--- src/rtl/sync_fifo_ctrl.sv ---
// Single-clock FIFO with standard or first-word-fall-through read mode, occupancy
// count, programmable almost-full/almost-empty thresholds, error pulses and flush.
module sync_fifo_ctrl #(
  parameter int DATA_WIDTH = 8,
  parameter int DATA_DEPTH = 8,
  parameter int FWFT       = 0,
  parameter int AF_LEVEL   = DATA_DEPTH - 1,
  parameter int AE_LEVEL   = 1
) (
  input  logic                          clk,
  input  logic                          rst_n,
  input  logic                          clr,
  input  logic                          wr_en,
  input  logic [DATA_WIDTH-1:0]         wr_data,
  output logic                          full,
  output logic                          almost_full,
  output logic                          overflow,
  input  logic                          rd_en,
  output logic [DATA_WIDTH-1:0]         rd_data,
  output logic                          rd_valid,
  output logic                          empty,
  output logic                          almost_empty,
  output logic                          underflow,
  output logic [$clog2(DATA_DEPTH):0]   count
);

  localparam int AW = $clog2(DATA_DEPTH);
  localparam int PW = AW + 1;
  localparam logic [PW-1:0] PTR_ONE  = PW'(1);
  localparam logic [PW-1:0] AF_THRES = PW'(AF_LEVEL);
  localparam logic [PW-1:0] AE_THRES = PW'(AE_LEVEL);

  logic [DATA_WIDTH-1:0] mem [DATA_DEPTH];
  logic [PW-1:0]         wr_ptr;
  logic [PW-1:0]         rd_ptr;
  logic                  wr_acc;
  logic                  rd_acc;

  // The extra pointer MSB separates a full wrap from the empty case.
  assign empty        = (wr_ptr == rd_ptr);
  assign full         = (wr_ptr[AW] != rd_ptr[AW]) && (wr_ptr[AW-1:0] == rd_ptr[AW-1:0]);
  assign almost_full  = (count >= AF_THRES);
  assign almost_empty = (count <= AE_THRES);

  assign wr_acc = wr_en && !full && !clr;
  assign rd_acc = rd_en && !empty && !clr;

  always_ff @(posedge clk) begin
    if (wr_acc) begin
      mem[wr_ptr[AW-1:0]] <= wr_data;
    end
  end

  always_ff @(posedge clk or negedge rst_n) begin
    if (!rst_n) begin
      wr_ptr    <= '0;
      rd_ptr    <= '0;
      count     <= '0;
      overflow  <= 1'b0;
      underflow <= 1'b0;
    end else if (clr) begin
      wr_ptr    <= '0;
      rd_ptr    <= '0;
      count     <= '0;
      overflow  <= 1'b0;
      underflow <= 1'b0;
    end else begin
      if (wr_acc) begin
        wr_ptr <= wr_ptr + PTR_ONE;
      end
      if (rd_acc) begin
        rd_ptr <= rd_ptr + PTR_ONE;
      end
      if (wr_acc && !rd_acc) begin
        count <= count + PTR_ONE;
      end else if (rd_acc && !wr_acc) begin
        count <= count - PTR_ONE;
      end
      overflow  <= wr_en && full;
      underflow <= rd_en && empty;
    end
  end

  generate
    if (FWFT != 0) begin : g_fwft
      assign rd_data  = mem[rd_ptr[AW-1:0]];
      assign rd_valid = !empty;
    end else begin : g_std
      // Registered read port; rd_data keeps the last popped word between reads.
      always_ff @(posedge clk or negedge rst_n) begin
        if (!rst_n) begin
          rd_data  <= '0;
          rd_valid <= 1'b0;
        end else if (clr) begin
          rd_valid <= 1'b0;
        end else begin
          rd_valid <= rd_acc;
          if (rd_acc) begin
            rd_data <= mem[rd_ptr[AW-1:0]];
          end
        end
      end
    end
  endgenerate

endmodule

--- config.mk ---
export PLATFORM = sky130hd
export DESIGN_NAME = sync_fifo_ctrl
export DESIGN_NICKNAME = d
export VERILOG_FILES = /design/src/rtl/sync_fifo_ctrl.sv
export SDC_FILE = /design/constraint.sdc
export NUM_CORES = 1
export LEC_CHECK = 0
export CAP_MARGIN = 20
export CORE_MARGIN = 8
export CORE_UTILIZATION = 57
export CTS_CLUSTER_SIZE = 30
export DETAILED_ROUTE_END_ITERATION = 12
export GPL_ROUTABILITY_DRIVEN = 0
export GPL_TIMING_DRIVEN = 0
export PLACE_DENSITY = 0.86
export SLEW_MARGIN = 20
export SYNTH_ARGS = -nofsm -noshare
export SYNTH_HDL_FRONTEND = slang
export SYNTH_SLANG_ARGS = --single-unit
--- constraint.sdc ---
create_clock -name clk -period 2.4 [get_ports clk]
set_input_delay 0.24 -clock clk [delete_from_list [all_inputs] [get_ports clk]]
set_output_delay 0.24 -clock clk [all_outputs]
set_load 0.02 [all_outputs]
=== Word level (Yosys, flattened, before mapping) ===
Memory sizes are Yosys's and may differ from the RTL's. A register that Yosys moved wholly into a read port is not among the register bits.
Index checks and enable logic that the tools add are counted.

* $add $sub $neg: 4
* Order comparisons: 2
* Equal/unequal tests: 3
* Mux-type cells: 12
* Bitwise logic cells: 1
* Reductions and logical operators: 19

{| class="wikitable"
|+ Operator list
! kind !! number
|-
| $mux W4 || 7
|-
| $add A4 B1 Y4 const B || 3
|-
| $logic_and A1 B1 Y1 || 9
|-
| $logic_not A1 Y1 || 6
|-
| $mux W1 || 5
|-
| $eq A4 B4 Y1 || 1
|-
| $ge A4 B3 Y1 const B || 1
|-
| $le A4 B1 Y1 const B || 1
|-
| $reduce_bool A2 Y1 || 2
|-
| $sub A4 B1 Y4 const B || 1
|-
| $eq A3 B3 Y1 || 1
|-
| $reduce_bool A3 Y1 || 1
|-
| $reduce_and A2 Y1 || 1
|-
| $ne A1 B1 Y1 || 1
|-
| $not A1 Y1 || 1
|}

* Register bits: 15
* Memory bits (writable): 64
* Input port bits: 13
* Output and inout bits: 19
* Logic and storage cells: 48
* Memories: 1

{| class="wikitable"
|+ Memory list
! name !! depth !! bits a word !! rd ports !! clocked after memory_dff !! wr ports !! RTL line !! text
|-
| mem || 8 || 8 || 1 || 1 || 1 || 33 || <nowiki>logic [DATA_WIDTH-1:0] mem [DATA_DEPTH];</nowiki>
|}

=== Logic depth before layout (Yosys ltp) ===
* Depth after elaboration: 10
* Mapped depth: 7
* Mapped depth without buffers: 6

=== Least setup slack after synthesis ===
Ideal clock, no wire load.

* Path kind: register to register
* From: register rd_ptr[0]
* To: memory mem[0][0] (enable)
* Library setup time: 0.383 ns
* Arrival time: 1.754 ns
* Required time: 2.017 ns
* Path slack: 0.262 ns
* Stages on the path, launching flop included: 7
* Buffers on the path: 1
* Clock period less this slack: 2.138 ns
* Cell sequence: dfrtp_1 buf_6 xnor2_1 nand4_2 and2_4 nand2b_1 nor3_1

* Word-level cells in the longest chain between the ends: 7

{| class="wikitable"
|+ RTL lines
! item !! RTL line !! text
|-
| from (decl) || 35 || <nowiki>logic [PW-1:0] rd_ptr;</nowiki>
|-
| from (signal assigned) || 72 || <nowiki>rd_ptr <= rd_ptr + PTR_ONE;</nowiki>
|-
| $eq A3 B3 Y1 || 41 || <nowiki>assign full = (wr_ptr[AW] != rd_ptr[AW]) && (wr_ptr[AW-1:0] == rd_ptr[AW-1:0]);</nowiki>
|-
| $logic_and A1 B1 Y1 || 41 ||
|-
| $logic_not A1 Y1 || 45 || <nowiki>assign wr_acc = wr_en && !full && !clr;</nowiki>
|-
| $logic_and A1 B1 Y1 (2 in series) || 45 ||
|-
| $mux W1 || 49 || <nowiki>if (wr_acc) begin</nowiki>
|-
| $mux W1 (implied by the code) || 50 || <nowiki>mem[wr_ptr[AW-1:0]] <= wr_data;</nowiki>
|-
| to (decl) || 33 ||
|}

Every way passes these cells.

=== Worst setup path in the final report ===
* From: register wr_ptr[1]
* To: memory mem[7][0] (enable)

* Word-level cells in the longest chain between the ends: 7

{| class="wikitable"
|+ RTL lines
! item !! RTL line !! text
|-
| from (decl) || 34 || <nowiki>logic [PW-1:0] wr_ptr;</nowiki>
|-
| from (signal assigned) || 69 || <nowiki>wr_ptr <= wr_ptr + PTR_ONE;</nowiki>
|-
| $eq A3 B3 Y1 || 41 ||
|-
| $logic_and A1 B1 Y1 || 41 ||
|-
| $logic_not A1 Y1 || 45 ||
|-
| $logic_and A1 B1 Y1 (2 in series) || 45 ||
|-
| $mux W1 || 49 ||
|-
| $mux W1 (implied by the code) || 50 ||
|}

Parallel ways exist; a longest one is shown, timed or not.

==> results.ini <==
[synthesis]
ff_latch_count_synth = 87
yosys_most_used_dff = sky130_fd_sc_hd__edfxtp_1
synthesis.yosys.warnings = 0
syn-cell-area_um2 = 3716
synth-edff-count = 64
postSynthCellCount = 238
synth.net_count = 256
sequential_cell_area_fraction_in_the_yosys_report_pct = 67.21
netlist.area_leader.share_pct = 51.72
area_leader_netlist = sky130_fd_sc_hd__edfxtp_1
netlist-cell-type-count = 34
synth-async-reset-ratio_pct = 26.44
post_synth.cell_area_avg_um2 = 15.61
synth.top_cells.by_area = sky130_fd_sc_hd__edfxtp_1, sky130_fd_sc_hd__dfrtp_1, sky130_fd_sc_hd__mux4_2

[sta]
post-route-min-period_ns = 2.289
worstMarginPinSlew_ns = 0.8553
setup_viol = 0
final_critical_path_setup_slack_ns = 0.1114
timing.clock.skew_ns = 0.01053
post-route-period-util_pct = 95.36
fmax_mhz = 436.9
drv_slew = 0
slew_headroom_pct = 42.77
final_hold_viol_count = 0

[global_route]
antenna_found_initial = 0
vias_in_the_first_global_route = 2245
first_pass_grt_wire_length_um = 11200
largest_net_degree_at_the_start_of_global_routing = 24
globalRoute.totalOverflow = 0
globalRouteTotalUtil_pct = 15.11

[power]
power_switching_mw = 1.169
p_int_mw = 2.729
power_per_cell_area_nw_per_um2 = 887.3
clock_power_share_pct = 27.1
pwr-share-seq_pct = 46.9
vdd_drop_max_mv = 0.6149
total_power_mw = 3.898
combinational_share_of_power_pct = 26.0
p_leak_nw = 1.575
power_switching_share_pct = 29.99

[cells_and_area]
ff_latch_area_um2 = 2497
layout-drive-gt1-share_pct = 18.69
antennaDiodeCount = 0
layout.filler_cells = 403
layout.core_utilization_pct = 69.58
area.growth.synth_to_final_pct = 18.22
num-nets-final = 302
final_design_area_no_fill_um2 = 4393
total_area_of_multi_input_combinational_cells_um2 = 1154

[clock_tree]
cts_tree = yes
clk_pin_slew_ns = 0.09
clk_latency_worst_skew_pair_ns = 0.36
clock-root-buffer = sky130_fd_sc_hd__clkbuf_8
clock-sinks = 87
clockBufferDepth = 2
numCtsBuffers = 9
cts_htree_levels = 3

[place]
dpl_cell_area_um2 = 4133
dpl.hpwl_um = 4767
detailedPlace.worstSlack_ns = -0.2193
numPortBuffers = 31

[floorplan]
core_area_um2 = 6314
floorplan.rows = 29
dieHeight_um = 96.74
die_area_um2 = 9359
top_level_ports = 32
die_w_um = 96.74
start_util_pct = 58.86

[routing]
drt-wirelength-per-cell_um = 18.78
drt_iter0_markers = 108
total_number_of_vias = 2147
drc_errors = 0
route.antenna.remaining_nets = 0
postRouteWirelength_um = 6873
post_drt_via_cell_ratio = 5.866
firstDrtPassIters = 4

[setup_path]
end_kind = register
setup.worst_path.class = register to register
crit_path_dat_ns = 2.27
crit_path_start_kind = register
crit_path_max_fanout = 9
cp_data_required_time_ns = 2.38

[status]
outcome = complete, no violations

[run]
drv.max_cap_violation_count = 0

[worst_hold_path]
hp-class = input port to asynchronous set/reset pin

[power by group through the flow]
| stage | combinational [mW] | sequential (mW) | clock (mW) |
|---|---|---|---|
| 5_1_grt | 1.10 | 1.85 | 1.14 |
| 3_3_place_gp | 0.986 | 1.86 | 0 |
| 4_1_cts | 1.02 | 1.83 | 1.08 |
| 3_5_place_dp | 1.01 | 1.86 | 0 |
| 6_report | 1.01 | 1.83 | 1.06 |
| 2_1_floorplan | 0.495 | 1.97 | 0 |
[what timing repair did]
action | in CTS | in global routing
pin swaps | 1 | 0
resized for setup | 0 | 3
cloned | 0 | 0
buffers inserted | 3 | 0
hold buffers | 0 | 1
setup endpoints to repair | 1 | 24
endpoints found under the hold margin | 0 | 23
[cell usage in the layout (no fill, tap or decap), drive strengths merged, types with 4 or more instances in the layout]
cell type       n
o21ai          14
inv             9
nor3            4
edfxtp         64
dfrtp          23
nor2           16
nand2b          6
ha              5
mux2i           9
clkbuf         12
nand2          20
nand3           8
buf            13
clkdlybuf4s50  30
xnor2           5
mux4           16
xor2           10
[layer usage]
metal | vias up | GRT usage, % | routed length (um)
met5 | - | 0 | 0
met4 | 0 | 7.337 | 149
met3 | 16 | 4.623 | 389
met2 | 61 | 24.01 | 3370
met1 | 1084 | 18.31 | 2964
li1 | 986 | - | -
[critical path, stage by stage (launching register included)]
cell	delay (ns)
sky130_fd_sc_hd__dfrtp_1	0.40
sky130_fd_sc_hd__buf_2	0.20
sky130_fd_sc_hd__xnor2_2	0.16
sky130_fd_sc_hd__nand4_2	0.16
sky130_fd_sc_hd__and2_4	0.20
sky130_fd_sc_hd__nand2_1	0.11
sky130_fd_sc_hd__nor2_1	0.69
[synthesized netlist by cell type (all sizes together), types with 5 or more instances]
| master | n |
|---|---|
| edfxtp | 64 |
| mux4 | 16 |
| o21ai | 14 |
| xnor2 | 5 |
| xor2 | 10 |
| mux2i | 9 |
| dfrtp | 23 |
| inv | 5 |
| nand3 | 8 |
| nand2 | 20 |
| ha | 5 |
| buf | 9 |
| nor2 | 16 |
| nand2b | 6 |
[metrics by stage]
stage / std cells / setup TNS [ns] / hold WS, ns
3_3_place_gp: 346 / -13.65 / 0.4607
2_1_floorplan: 238 / 0 / -0.05559
5_1_grt: 366 / -0.01661 / 0.4307
6_report: 366 / 0 / 0.3816
3_5_place_dp: 346 / -11.34 / 0.4697
4_1_cts: 365 / 0 / 0.4731
[layout make-up]
cell class,count,share of cell area (%)
Inverter,5,0.4272
Tap cell,77,2.193
Sequential cell,87,56.85
Buffer,12,1.794
Multi-Input combinational cell,134,26.26
Clock buffer,9,2.820
Timing Repair Buffer,35,7.690
Clock inverter,7,1.965
[state kept, by name (all words and copies together) (netlist names)]
name	count
rd_data	8
count	4
wr_ptr	4
rd_ptr	4
underflow	1
overflow	1
mem	64
rd_valid	1
[worst paths after layout]
kind                                 start          to  slack (ns)  cells after the start
worst max-delay path             wr_ptr[1]   mem[7][0]        0.11                      6
max in group asynchronous            rst_n   rd_ptr[0]        1.66                      2
min in group clk                rd_data[3]  rd_data[3]        0.49                      2
worst min register to register  rd_data[3]  rd_data[3]        0.49                      2
worst max register to register   wr_ptr[1]   mem[7][0]        0.11                      6
worst min-delay path                 rst_n   underflow        0.38                      2
[logic make-up after synthesis]
| logic type | count (synthesis) | synth area share, % |
|---|---|---|
| flops | 87 | 67.21 |
| simple gates | 63 | 8.182 |
| compound gates | 26 | 4.647 |
| mux | 25 | 12.12 |
| buf+inv | 17 | 2.626 |
| xor+xnor | 15 | 3.535 |
| fa+ha+maj | 5 | 1.684 |
No activity file was read; power rests on OpenSTA's default activity.
